--- src/rtl/vx_gbar_unit.sv ---
// Global barrier unit: round-robin accepts per-core barrier arrivals and broadcasts a one-cycle release.
// Optional performance counters are built only when GBAR_PERF_EN is defined.
module vx_gbar_unit #(
    parameter int NUM_CORES    = 4,
    parameter int NUM_BARRIERS = 4,
    localparam int NC_WIDTH    = (NUM_CORES > 1) ? $clog2(NUM_CORES) : 1,
    localparam int NB_WIDTH    = (NUM_BARRIERS > 1) ? $clog2(NUM_BARRIERS) : 1
) (
    input  logic                                clk,
    input  logic                                reset,
    input  logic [NUM_CORES-1:0]                req_valid,
    input  logic [NUM_CORES-1:0][NB_WIDTH-1:0]  req_id,
    input  logic [NUM_CORES-1:0][NC_WIDTH-1:0]  req_size_m1,
    output logic [NUM_CORES-1:0]                req_ready,
    output logic                                rsp_valid,
    output logic [NB_WIDTH-1:0]                 rsp_id,
    output logic [31:0]                         perf_stalls,
    output logic [31:0]                         perf_releases
);

    // Handshake: a core's arrival is accepted in the cycle req_valid[i] && req_ready[i];
    // a waiting core keeps valid/id/size stable until then, and rsp_valid is a one-cycle broadcast.

    logic [NUM_BARRIERS-1:0][NUM_CORES-1:0] arrive_q, arrive_d;
    logic [NC_WIDTH-1:0]                    ptr_q, ptr_d;
    logic                                   rsp_valid_q, rsp_valid_d;
    logic [NB_WIDTH-1:0]                    rsp_id_q, rsp_id_d;

    logic                  gnt_found;
    logic [NC_WIDTH-1:0]   gnt_idx;
    logic                  accept;
    logic [NB_WIDTH-1:0]   acc_id;
    logic [NC_WIDTH-1:0]   acc_size;
    logic                  id_ok;
    logic [NUM_CORES-1:0]  next_mask;
    logic [NC_WIDTH:0]     arrive_cnt;
    logic [NC_WIDTH:0]     target_cnt;
    logic                  complete;
    int                    cand;

    // Search starts at the priority pointer and wraps once around all cores.
    always_comb begin
        gnt_found = 1'b0;
        gnt_idx   = '0;
        cand      = 0;
        for (int k = 0; k < NUM_CORES; k++) begin
            cand = int'(ptr_q) + k;
            if (cand >= NUM_CORES) begin
                cand = cand - NUM_CORES;
            end
            if (!gnt_found && req_valid[cand]) begin
                gnt_found = 1'b1;
                gnt_idx   = cand[NC_WIDTH-1:0];
            end
        end
    end

    assign accept    = gnt_found && reset;
    assign req_ready = accept ? (NUM_CORES'(1) << gnt_idx) : '0;

    always_comb begin
        acc_id     = req_id[gnt_idx];
        acc_size   = req_size_m1[gnt_idx];
        id_ok      = (int'(acc_id) < NUM_BARRIERS);
        next_mask  = '0;
        if (id_ok) begin
            next_mask = arrive_q[acc_id] | (NUM_CORES'(1) << gnt_idx);
        end
        arrive_cnt = '0;
        for (int i = 0; i < NUM_CORES; i++) begin
            arrive_cnt = arrive_cnt + (NC_WIDTH+1)'(next_mask[i]);
        end
        target_cnt = (NC_WIDTH+1)'(acc_size) + 1'b1;
        complete   = accept && id_ok && (arrive_cnt == target_cnt);
    end

    // Out-of-range IDs are still granted so the requester drains, but touch no mask.
    always_comb begin
        arrive_d    = arrive_q;
        ptr_d       = ptr_q;
        rsp_valid_d = complete;
        rsp_id_d    = rsp_id_q;
        if (accept) begin
            if (int'(gnt_idx) == NUM_CORES - 1) begin
                ptr_d = '0;
            end else begin
                ptr_d = gnt_idx + 1'b1;
            end
            if (id_ok) begin
                arrive_d[acc_id] = complete ? '0 : next_mask;
            end
        end
        if (complete) begin
            rsp_id_d = acc_id;
        end
    end

    always_ff @(posedge clk or negedge reset) begin
        if (!reset) begin
            arrive_q    <= '0;
            ptr_q       <= '0;
            rsp_valid_q <= 1'b0;
            rsp_id_q    <= '0;
        end else begin
            arrive_q    <= arrive_d;
            ptr_q       <= ptr_d;
            rsp_valid_q <= rsp_valid_d;
            rsp_id_q    <= rsp_id_d;
        end
    end

    assign rsp_valid = rsp_valid_q;
    assign rsp_id    = rsp_id_q;

`ifdef GBAR_PERF_EN
    logic [31:0] stalls_q, stalls_d;
    logic [31:0] releases_q, releases_d;

    // Releases are counted on the accepting edge so the count moves with rsp_valid.
    always_comb begin
        stalls_d   = stalls_q + 32'(|(req_valid & ~req_ready));
        releases_d = releases_q + 32'(complete);
    end

    always_ff @(posedge clk or negedge reset) begin
        if (!reset) begin
            stalls_q   <= '0;
            releases_q <= '0;
        end else begin
            stalls_q   <= stalls_d;
            releases_q <= releases_d;
        end
    end

    assign perf_stalls   = stalls_q;
    assign perf_releases = releases_q;
`else
    assign perf_stalls   = '0;
    assign perf_releases = '0;
`endif

endmodule

--- config.mk ---
export PLATFORM = sky130hd
export DESIGN_NAME = vx_gbar_unit
export DESIGN_NICKNAME = d
export VERILOG_FILES = /design/src/rtl/vx_gbar_unit.sv
export SDC_FILE = /design/constraint.sdc
export NUM_CORES = 1
export LEC_CHECK = 0
export BUFFER_PORTS_ARGS = -buffer_cell sky130_fd_sc_hd__buf_2
export CORE_MARGIN = 4
export CORE_UTILIZATION = 48
export CTS_CLUSTER_DIAMETER = 150
export CTS_CLUSTER_SIZE = 14
export DETAILED_ROUTE_END_ITERATION = 8
export GPL_TIMING_DRIVEN = 0
export PLACE_DENSITY = 0.81
export SLEW_MARGIN = 40
export SYNTH_ARGS = -nofsm -noshare
export SYNTH_HDL_FRONTEND = slang
export SYNTH_SLANG_ARGS = --single-unit
--- constraint.sdc ---
create_clock -name clk -period 4.61 [get_ports clk]
set_clock_uncertainty 0.1 [all_clocks]
set_input_delay 0.2305 -clock clk [delete_from_list [all_inputs] [get_ports clk]]
set_output_delay 0.2305 -clock clk [all_outputs]
set_load 0.005 [all_outputs]
Yosys cells after proc, flatten, opt, wreduce, memory -nomap -nowiden
Index checks and enable logic that the tools add are counted.
Widths: inputs -> output; s select.
{"block": "op_classes", "n_shift": 1, "add_sub_neg": 12, "n_reduce_logical": 9, "muxes": 36, "n_bitwise": 1, "n_eq_ne": 2, "order_cmp": 11}
{"op": "$lt 32x4->1 const B", "count": 4}
{"op": "$mux 32", "count": 4}
{"op": "$bwmux 16", "count": 1}
{"op": "$mux 4", "count": 4}
{"op": "$mux 2", "count": 7}
{"op": "$mux 1", "count": 12}
{"op": "$sub 3x3->4 const B", "count": 3}
{"op": "$ge 3x3->1 const B", "count": 3}
{"op": "$bmux 1 s2", "count": 4}
{"op": "$bmux 2 s2", "count": 2}
{"op": "$bmux 4 s2", "count": 1}
{"op": "$demux 4 s2", "count": 1}
{"op": "$add 2x1->3 const B", "count": 2}
{"op": "$add 2x2->3 const B", "count": 2}
{"op": "$logic_and 1x1->1", "count": 6}
{"op": "$lt 2x3->1 const B", "count": 2}
{"op": "$or 4x4->4", "count": 1}
{"op": "$shl 1x2->4 const A", "count": 1}
{"op": "$sub 2x3->4 const B", "count": 1}
{"op": "$add 2x1->3", "count": 1}
{"op": "$add 3x1->3", "count": 1}
{"op": "$eq 3x3->1", "count": 1}
{"op": "$ge 2x3->1 const B", "count": 1}
{"op": "$logic_not 1->1", "count": 3}
{"op": "other kinds (4)", "count": 4}
{"block": "totals", "ff_bits": 21, "out_inout_bits": 71, "in_bits": 22}

Logic depth before layout (Yosys ltp)
Gate-level depths: netlist (run 1).
{"block": "logic_depth", "ltp_word": 27, "ltp_mapped": 20, "depth_no_buf": 18}

Least setup slack after synthesis (run 1)
OpenSTA, ideal clock, no wires.
{"block": "synth_path", "kind": "flip-flop to flip-flop", "start": "reg ptr_q[1]", "end": "reg rsp_id_q[0] (netlist: rsp_id[0])", "slack_ns": 0.361, "n_path_buf": 2, "path_stages_with_launch": 18, "arrival_time_ns": 4.024, "t_required_ns": 4.385, "setup_time_ns": 0.125, "path_cell_list": "dfrtp_1 -> buf_4 -> nand2b_1 -> a21o_1 -> and2_4 -> buf_4 -> a311oi_4 -> o31ai_2 -> a31oi_1 -> o21ai_1 -> fa_1 -> ha_1 -> ha_1 -> xnor2_1 -> nand3_1 -> or4_4 -> nand2_8 -> mux2_4"}
{"block": "synth_between", "elab_chain_cells": 25, "elab_cells_between_ends": 56}
{"item": "start: declaration", "line": "25", "rtl": "logic [NC_WIDTH-1:0] ptr_q, ptr_d;"}
{"item": "start signal: assignment", "line": "106", "rtl": "ptr_q <= ptr_d;"}
{"item": "branches (longest 25 deep; another with $sub 3x3->4)"}
{"item": "end signal: assignment", "line": "108", "rtl": "rsp_id_q <= rsp_id_d;"}
{"item": "end: declaration", "line": "27", "rtl": "logic [NB_WIDTH-1:0] rsp_id_q, rsp_id_d;"}
Parallel ways; which one is timed is not known. The select of a mux whose other input is x is not followed.
A chain may end at the register's enable or synchronous reset.

Worst setup path in the final report (run 1)
{"block": "layout_path", "start": "reg ptr_q[1]", "end": "reg rsp_id_q[1] (netlist: rsp_id[1])"}
Same word-level chain as after synthesis.

==> impl_metrics.py, run 1 <==
metrics = {
    "outcome": {
        "outcome": "completed",
    },
    "global_routing": {
        "grt_max_degree": 23,
        "overflow": 0,
        "grt_pass1_vias": 1520,
        "met3_usage": 0.0338,
        "busiest_layer": "met2",
        "use_met1": 0.196,
        "grt_first_pass_wirelength_um": 6840,
        "met2_usage": 0.270,
        "grtUsageTotal": 0.155,
        "antenna_found_initial": 0,
    },
    "yosys": {
        "yosys_warnings": 0,
        "yosysSeqAreaShare": 0.247,
        "synth-compound-area-share": 0.209,
        "ys.flop_type": "dfrtp_1",
        "synth-edff-count": 0,
        "syn_area_per_cell_sq_um": 9.13,
        "ys_ff_latch": 21,
        "synth_area_leaders": "dfrtp_1, buf_4, mux2i_1",
        "synth-adder-area-share": 0.0506,
        "synthSimpleGateAreaFrac": 0.108,
        "synth_common_cells": "buf_4, dfrtp_1, mux2i_1, a21oi_1, a31oi_1",
        "synth.distinct_cells": 43,
        "synth_xor_xnor_area_share": 0.00824,
        "ys_async_sr_fraction": 1.00,
        "synth_area_sq_um": 2130,
        "synthCells": 233,
        "synth_area_leader_cell": "dfrtp_1",
        "synth_top_family_by_area": "buffers and inverters",
        "yosysMostFrequentCell": "buf_4",
        "muxShareOfSynthArea": 0.101,
        "synth_top_cell_area_share": 0.247,
    },
    "floorplanning": {
        "initial_core_util": 0.513,
        "num_rows": 23,
        "dieArea_sq_um": 5560,
        "core_sq_um": 4140,
        "io_pins": 93,
        "die_h_um": 74.6,
        "die_w_um": 74.6,
    },
    "clock_network": {
        "cts_tree": "yes",
        "numCtsBuffers": 3,
        "insertion_delay_ps": 270,
        "clkTransAtPathRegs_ps": 80,
        "cts_sinks": 21,
        "clock_path_buffers": 2,
        "htree_levels": 1,
        "root_buffer": "clkbuf_8",
    },
    "place": {
        "hpwlAfterDp_um": 3610,
        "pre_cts_ws_ps": -43.2,
        "place_area_sq_um": 2570,
        "io_buffers": 28,
        "place_congestion": 0.842,
    },
    "detailed_routing": {
        "firstDrtPassIters": 4,
        "wl_um": 4830,
        "wire_per_inst_um": 12.1,
        "viasPerCell": 4.55,
        "drc": 0,
        "postRouteAntennaNets": 0,
        "vias": 1821,
        "initialDrtViolationCount": 76,
    },
    "cells_and_area": {
        "syn2layout_area_growth_pct": 34.1,
        "drive_above_1_share": 0.434,
        "nFillCells": 333,
        "design_area_sq_um": 2850,
        "fin_nets": 381,
        "antenna_cells": 0,
    },
    "timing": {
        "timing_hold_violations_final": 0,
        "worst_slew_pin_slew_ps": 670,
        "rsz0062_at_grt": "true",
        "setup_viol_count_final": 0,
        "timing.final.ws_setup_ps": 9.98,
        "slew_headroom": 0.553,
        "fmax_mhz": 217,
        "drv_slew": 0,
        "final.setup.tns_ps": 0,
        "fin_crit_ps": 4600,
        "period_share": 0.998,
    },
    "worst_setup_path": {
        "crit_required_ps": 4670,
        "rr_endpoint": "rsp_id[1]",
        "r2r-start": "ptr_q[1]",
        "r2r_slack_ps": 10,
        "crit_fanout": 8,
        "cp-end-kind": "register",
        "critPathKind": "reg2reg",
        "reg2reg_depth": 17,
        "crit_arrival_ps": 4660,
        "worstSetupStartpointType": "register",
    },
    "hold_path": {
        "hp-class": "in2async",
    },
    "pwr": {
        "p_sw_uw": 696,
        "seqPwrFrac": 0.191,
        "ir_worst_vdd_v": 0.000422,
        "p_int_uw": 950,
        "clockPowerShare": 0.077,
        "p_leak_nw": 1.52,
        "powerDensity_nw_per_um2": 577,
        "power_mw": 1.65,
        "share_comb_of_total_power": 0.732,
        "power.share.switching": 0.423,
    },
    "flow_run": {
        "cap_violations": 0,
    },
}
-- layer usage --
metal | part of all wire | routed length (um)
met4 | 0.0060 | 29
met5 | 0 | 0
met1 | 0.40 | 1920
met3 | 0.093 | 451
met2 | 0.50 | 2430
-- area by class of cell --
class / instances / area, sq um / area share
Buffer: 71 / 536 / 0.188
Clock inverter: 1 / 7.51 / 0.00263
Timing Repair Buffer: 51 / 319 / 0.112
Clock buffer: 3 / 41.3 / 0.0145
Inverter: 12 / 50.0 / 0.0176
Sequential cell: 21 / 528 / 0.185
Multi-Input combinational cell: 191 / 1310 / 0.459
Tap cell: 50 / 62.6 / 0.0219
-- how the worst max path moves through the flow --
stage                  start         to  slack (ps)  cells past startpoint
finish              ptr_q[1]  rsp_id[1]          10                     17
global route        ptr_q[1]  rsp_id[1]        -140                     17
CTS                 ptr_q[1]  rsp_id[0]           8                     18
detailed placement  ptr_q[1]  rsp_id[0]         -40                     18
global placement    ptr_q[1]  rsp_id[1]          60                     18
floorplan           ptr_q[1]  rsp_id[0]         360                     17
-- state kept, by name (all words and copies together) (netlist names) --
register and flops:
arrive_q 16, rsp_id 2, rsp_valid 1, ptr_q 2
-- critical path, stage by stage (launching register included) --
cell and delay (ps):
dfrtp_2 460, and3b_1 210, o21a_1 220, nor2_4 220, clkinv_4 130, a311oi_4 370, buf_4 200, o31ai_4 70
a31oi_1 200, o21ai_2 100, fa_1 550, ha_2 190, ha_4 200, xnor2_2 140, nand3_1 120, or4_4 610
nand2_8 110, mux2_4 300
-- layout by cell type, fill, tap and decap left out, types with 3 or more instances in the layout --
cell / n
buf_4: 86
conb_1: 64
buf_2: 29
dfrtp_1: 19
mux2i_1: 14
a21oi_1: 13
a31oi_1: 12
nand2_1: 10
nor2_1: 9
inv_1: 9
a41oi_1: 8
nand3_1: 7
o21ai_0: 5
ha_1: 5
and2_1: 4
mux2_2: 3
clkbuf_1: 3
clkbuf_8: 3
-- per-stage QoR --
stage	instances	util	hold WS, ps
global placement	374	0.619	112
global route	400	0.688	410
detailed placement	374	0.619	122
floorplan	296	-	-165
CTS	383	0.641	358
finish	400	0.688	348
-- power groups by stage --
stage | Sequential, mW | Combinational [mW] | Clock [mW]
CTS | 0.304 | 0.972 | 0.130
global placement | 0.302 | 0.921 | 0
detailed placement | 0.306 | 0.947 | 0
finish | 0.314 | 1.21 | 0.127
global route | 0.324 | 1.31 | 0.140
floorplan | 0.299 | 0.779 | 0
-- timing repair --
action / 4_1_cts / 5_1_grt
resized for setup: 0 / 17
pin swaps: 4 / 9
gates cloned: 0 / 0
endpoints found under the hold margin: 21 / 0
setup endpoints to repair: 11 / 14
hold buffers: 1 / 0
buffers inserted: 4 / 18
-- cells by family (layout without fill, tap and decap cells) --
group                      count (synthesis)  in the layout
buffers and inverters                     84            138
AOI/OAI and AO/OA                         57             57
and+or+nand+nor                           40             40
DFF                                       21             21
muxes                                     20             20
adders and majority gates                  8              8
xor gates and xnor gates                   2              2
other                                      1             64
(Power assumes the default switching activity.)
==> inputs of run 2 (changes only) <==
Settings changed: REMOVE_ABC_BUFFERS set to 1.
==> run 2 against run 1 <==
  * Critical path depth decreased by 1
  * Worst setup slack improved by 100 ps
  * Via count decreased by 3.4%
  * Critical path type unchanged
  * Wire length increased by 0.83%
  * Combinational power decreased by 5%
  * Highest routed layer unchanged
  * Hold slack improved by 5.6 ps
  * Clock power decreased by 7%
  * First-iteration DRC count increased by 80%
  * Final cell count decreased by 16%
  * Total power decreased by 3.5%
  * Final area decreased by 13%
==> impl_metrics.py, run 2 (same netlist as run 1, synthesis figures left out) <==
metrics = {
    "timing": {
        "fin_crit_ps": 4500,
        "drv_slew": 0,
        "setup_viol_count_final": 0,
        "timing.final.ws_setup_ps": 111,
        "period_share": 0.976,
        "slew_headroom": 0.565,
        "timing_hold_violations_final": 0,
        "final.setup.tns_ps": 0,
        "fmax_mhz": 222,
        "worst_slew_pin_slew_ps": 653,
    },
    "floorplanning": {
        "die_w_um": 74.6,
        "initial_core_util": 0.513,
        "die_h_um": 74.6,
        "num_rows": 23,
        "dieArea_sq_um": 5560,
        "io_pins": 93,
        "core_sq_um": 4140,
    },
    "place": {
        "dp_cells": 302,
        "place_area_sq_um": 2030,
        "pre_cts_ws_ps": -275,
        "place_congestion": 0.854,
        "io_buffers": 28,
        "hpwlAfterDp_um": 3220,
    },
    "clock_network": {
        "clock_path_buffers": 2,
        "root_buffer": "clkbuf_8",
        "cts_sinks": 21,
        "clkTransAtPathRegs_ps": 80,
        "htree_levels": 1,
        "cts_tree": "yes",
        "insertion_delay_ps": 260,
        "numCtsBuffers": 3,
    },
    "global_routing": {
        "grt_first_pass_wirelength_um": 6340,
        "grtUsageTotal": 0.144,
        "overflow": 0,
        "grt_pass1_vias": 1382,
        "grt_max_degree": 28,
        "antenna_found_initial": 0,
    },
    "outcome": {
        "outcome": "completed",
    },
    "cells_and_area": {
        "final_common_cell": "conb_1",
        "largest_register_ffs": 16,
        "fin_nets": 319,
        "final-seq-area_sq_um": 528,
        "drive_above_1_share": 0.333,
        "fin_cells": 338,
        "multi_input_area_sq_um": 1410,
        "antenna_cells": 0,
        "syn2layout_area_growth_pct": 16.0,
        "design_area_sq_um": 2470,
        "final_cell_mix": "conb_1, buf_2, buf_4, dfrtp_1, a21oi_1",
        "nFillCells": 355,
        "top_register": "arrive_q",
    },
    "hold_path": {
        "hp-class": "in2async",
    },
    "detailed_routing": {
        "wire_per_inst_um": 14.4,
        "vias": 1759,
        "wl_um": 4870,
        "viasPerCell": 5.20,
        "postRouteAntennaNets": 0,
        "firstDrtPassIters": 4,
        "initialDrtViolationCount": 137,
        "drc": 0,
    },
    "worst_setup_path": {
        "rr_endpoint": "rsp_id[0]",
        "r2r-start": "ptr_q[1]",
        "crit_fanout": 8,
        "crit_required_ps": 4660,
        "crit_arrival_ps": 4550,
        "r2r_slack_ps": 110,
        "cp-end-kind": "register",
        "critPathKind": "reg2reg",
        "worstSetupStartpointType": "register",
        "reg2reg_depth": 16,
    },
    "pwr": {
        "ir_worst_vdd_v": 0.000249,
        "p_leak_nw": 1.19,
        "power_mw": 1.59,
        "powerDensity_nw_per_um2": 644,
    },
    "flow_run": {
        "cap_violations": 0,
    },
}
run 2: cell types whose count changed in the layout (fill, tap and decap cells not counted), moves of 2 or more:
cell / delta
mux2i_4: +6
mux2_4: +2
clkbuf_1: -3
inv_2: -2
mux2_2: -2
mux2i_1: -5
buf_4: -59
run 2: how the worst max path moves through the flow:
stage | start | end | cells after the start
3_3_place_gp | ptr_q[1] | rsp_id[0] | 15
6_report | ptr_q[1] | rsp_id[0] | 16
2_1_floorplan | ptr_q[1] | rsp_id[0] | 15
5_1_grt | ptr_q[1] | rsp_id[0] | 16
3_5_place_dp | ptr_q[1] | rsp_id[0] | 16
4_1_cts | ptr_q[1] | rsp_id[0] | 16
run 2: repair_timing:
action                                  4_1_cts  5_1_grt
gates resized for setup                       6       22
pin swaps                                     2       13
setup buffers                                 1       27
hold buffers                                  1        0
gates cloned                                  0        3
hold endpoints to repair                     21        0
endpoints found under the setup margin       18       16
run 2: through the flow:
step	hold WS (ps)	utilization
after global routing	417	0.595
after floorplan	-165	-
after detailed placement	120	0.490
final	353	0.595
after CTS	376	0.513
after global placement	112	0.489
run 2: layer usage:
layer / vias to the layer above / global-route usage / part of all wire
met5: - / 0 / 0
met4: 0 / 0.0553 / 0.029
met3: 17 / 0.0243 / 0.091
met2: 97 / 0.241 / 0.50
met1: 823 / 0.187 / 0.38
li1: 822 / - / -
run 2: area by class of cell:
cell class              instances  area share
well taps                      50      0.0254
flip-flops and latches         21       0.214
clock buffers                   3      0.0167
clock inverters                 1     0.00203
multi-input cells             194       0.572
repair buffers                 57       0.148
inverters                      12      0.0223
run 2: worst max-delay path, cell delays in order (launching register included):
cell	delay [ps]
dfrtp_2	460
mux2i_1	150
a2bb2oi_2	260
and2_4	320
inv_6	70
mux2i_4	200
mux2_4	300
mux2i_1	140
o21ai_1	180
fa_1	440
ha_2	200
ha_1	290
xnor2_1	160
nand3_1	120
or4_4	600
nand2_8	120
mux2_4	300
run 2: power by group:
group	internal [mW]	total, mW	switching (mW)	leakage (nW)
clock	0.0601	0.118	0.0583	0.0255
sequential	0.268	0.315	0.0477	0.233
combinational	0.557	1.15	0.597	0.930
total	0.885	1.59	0.703	1.19
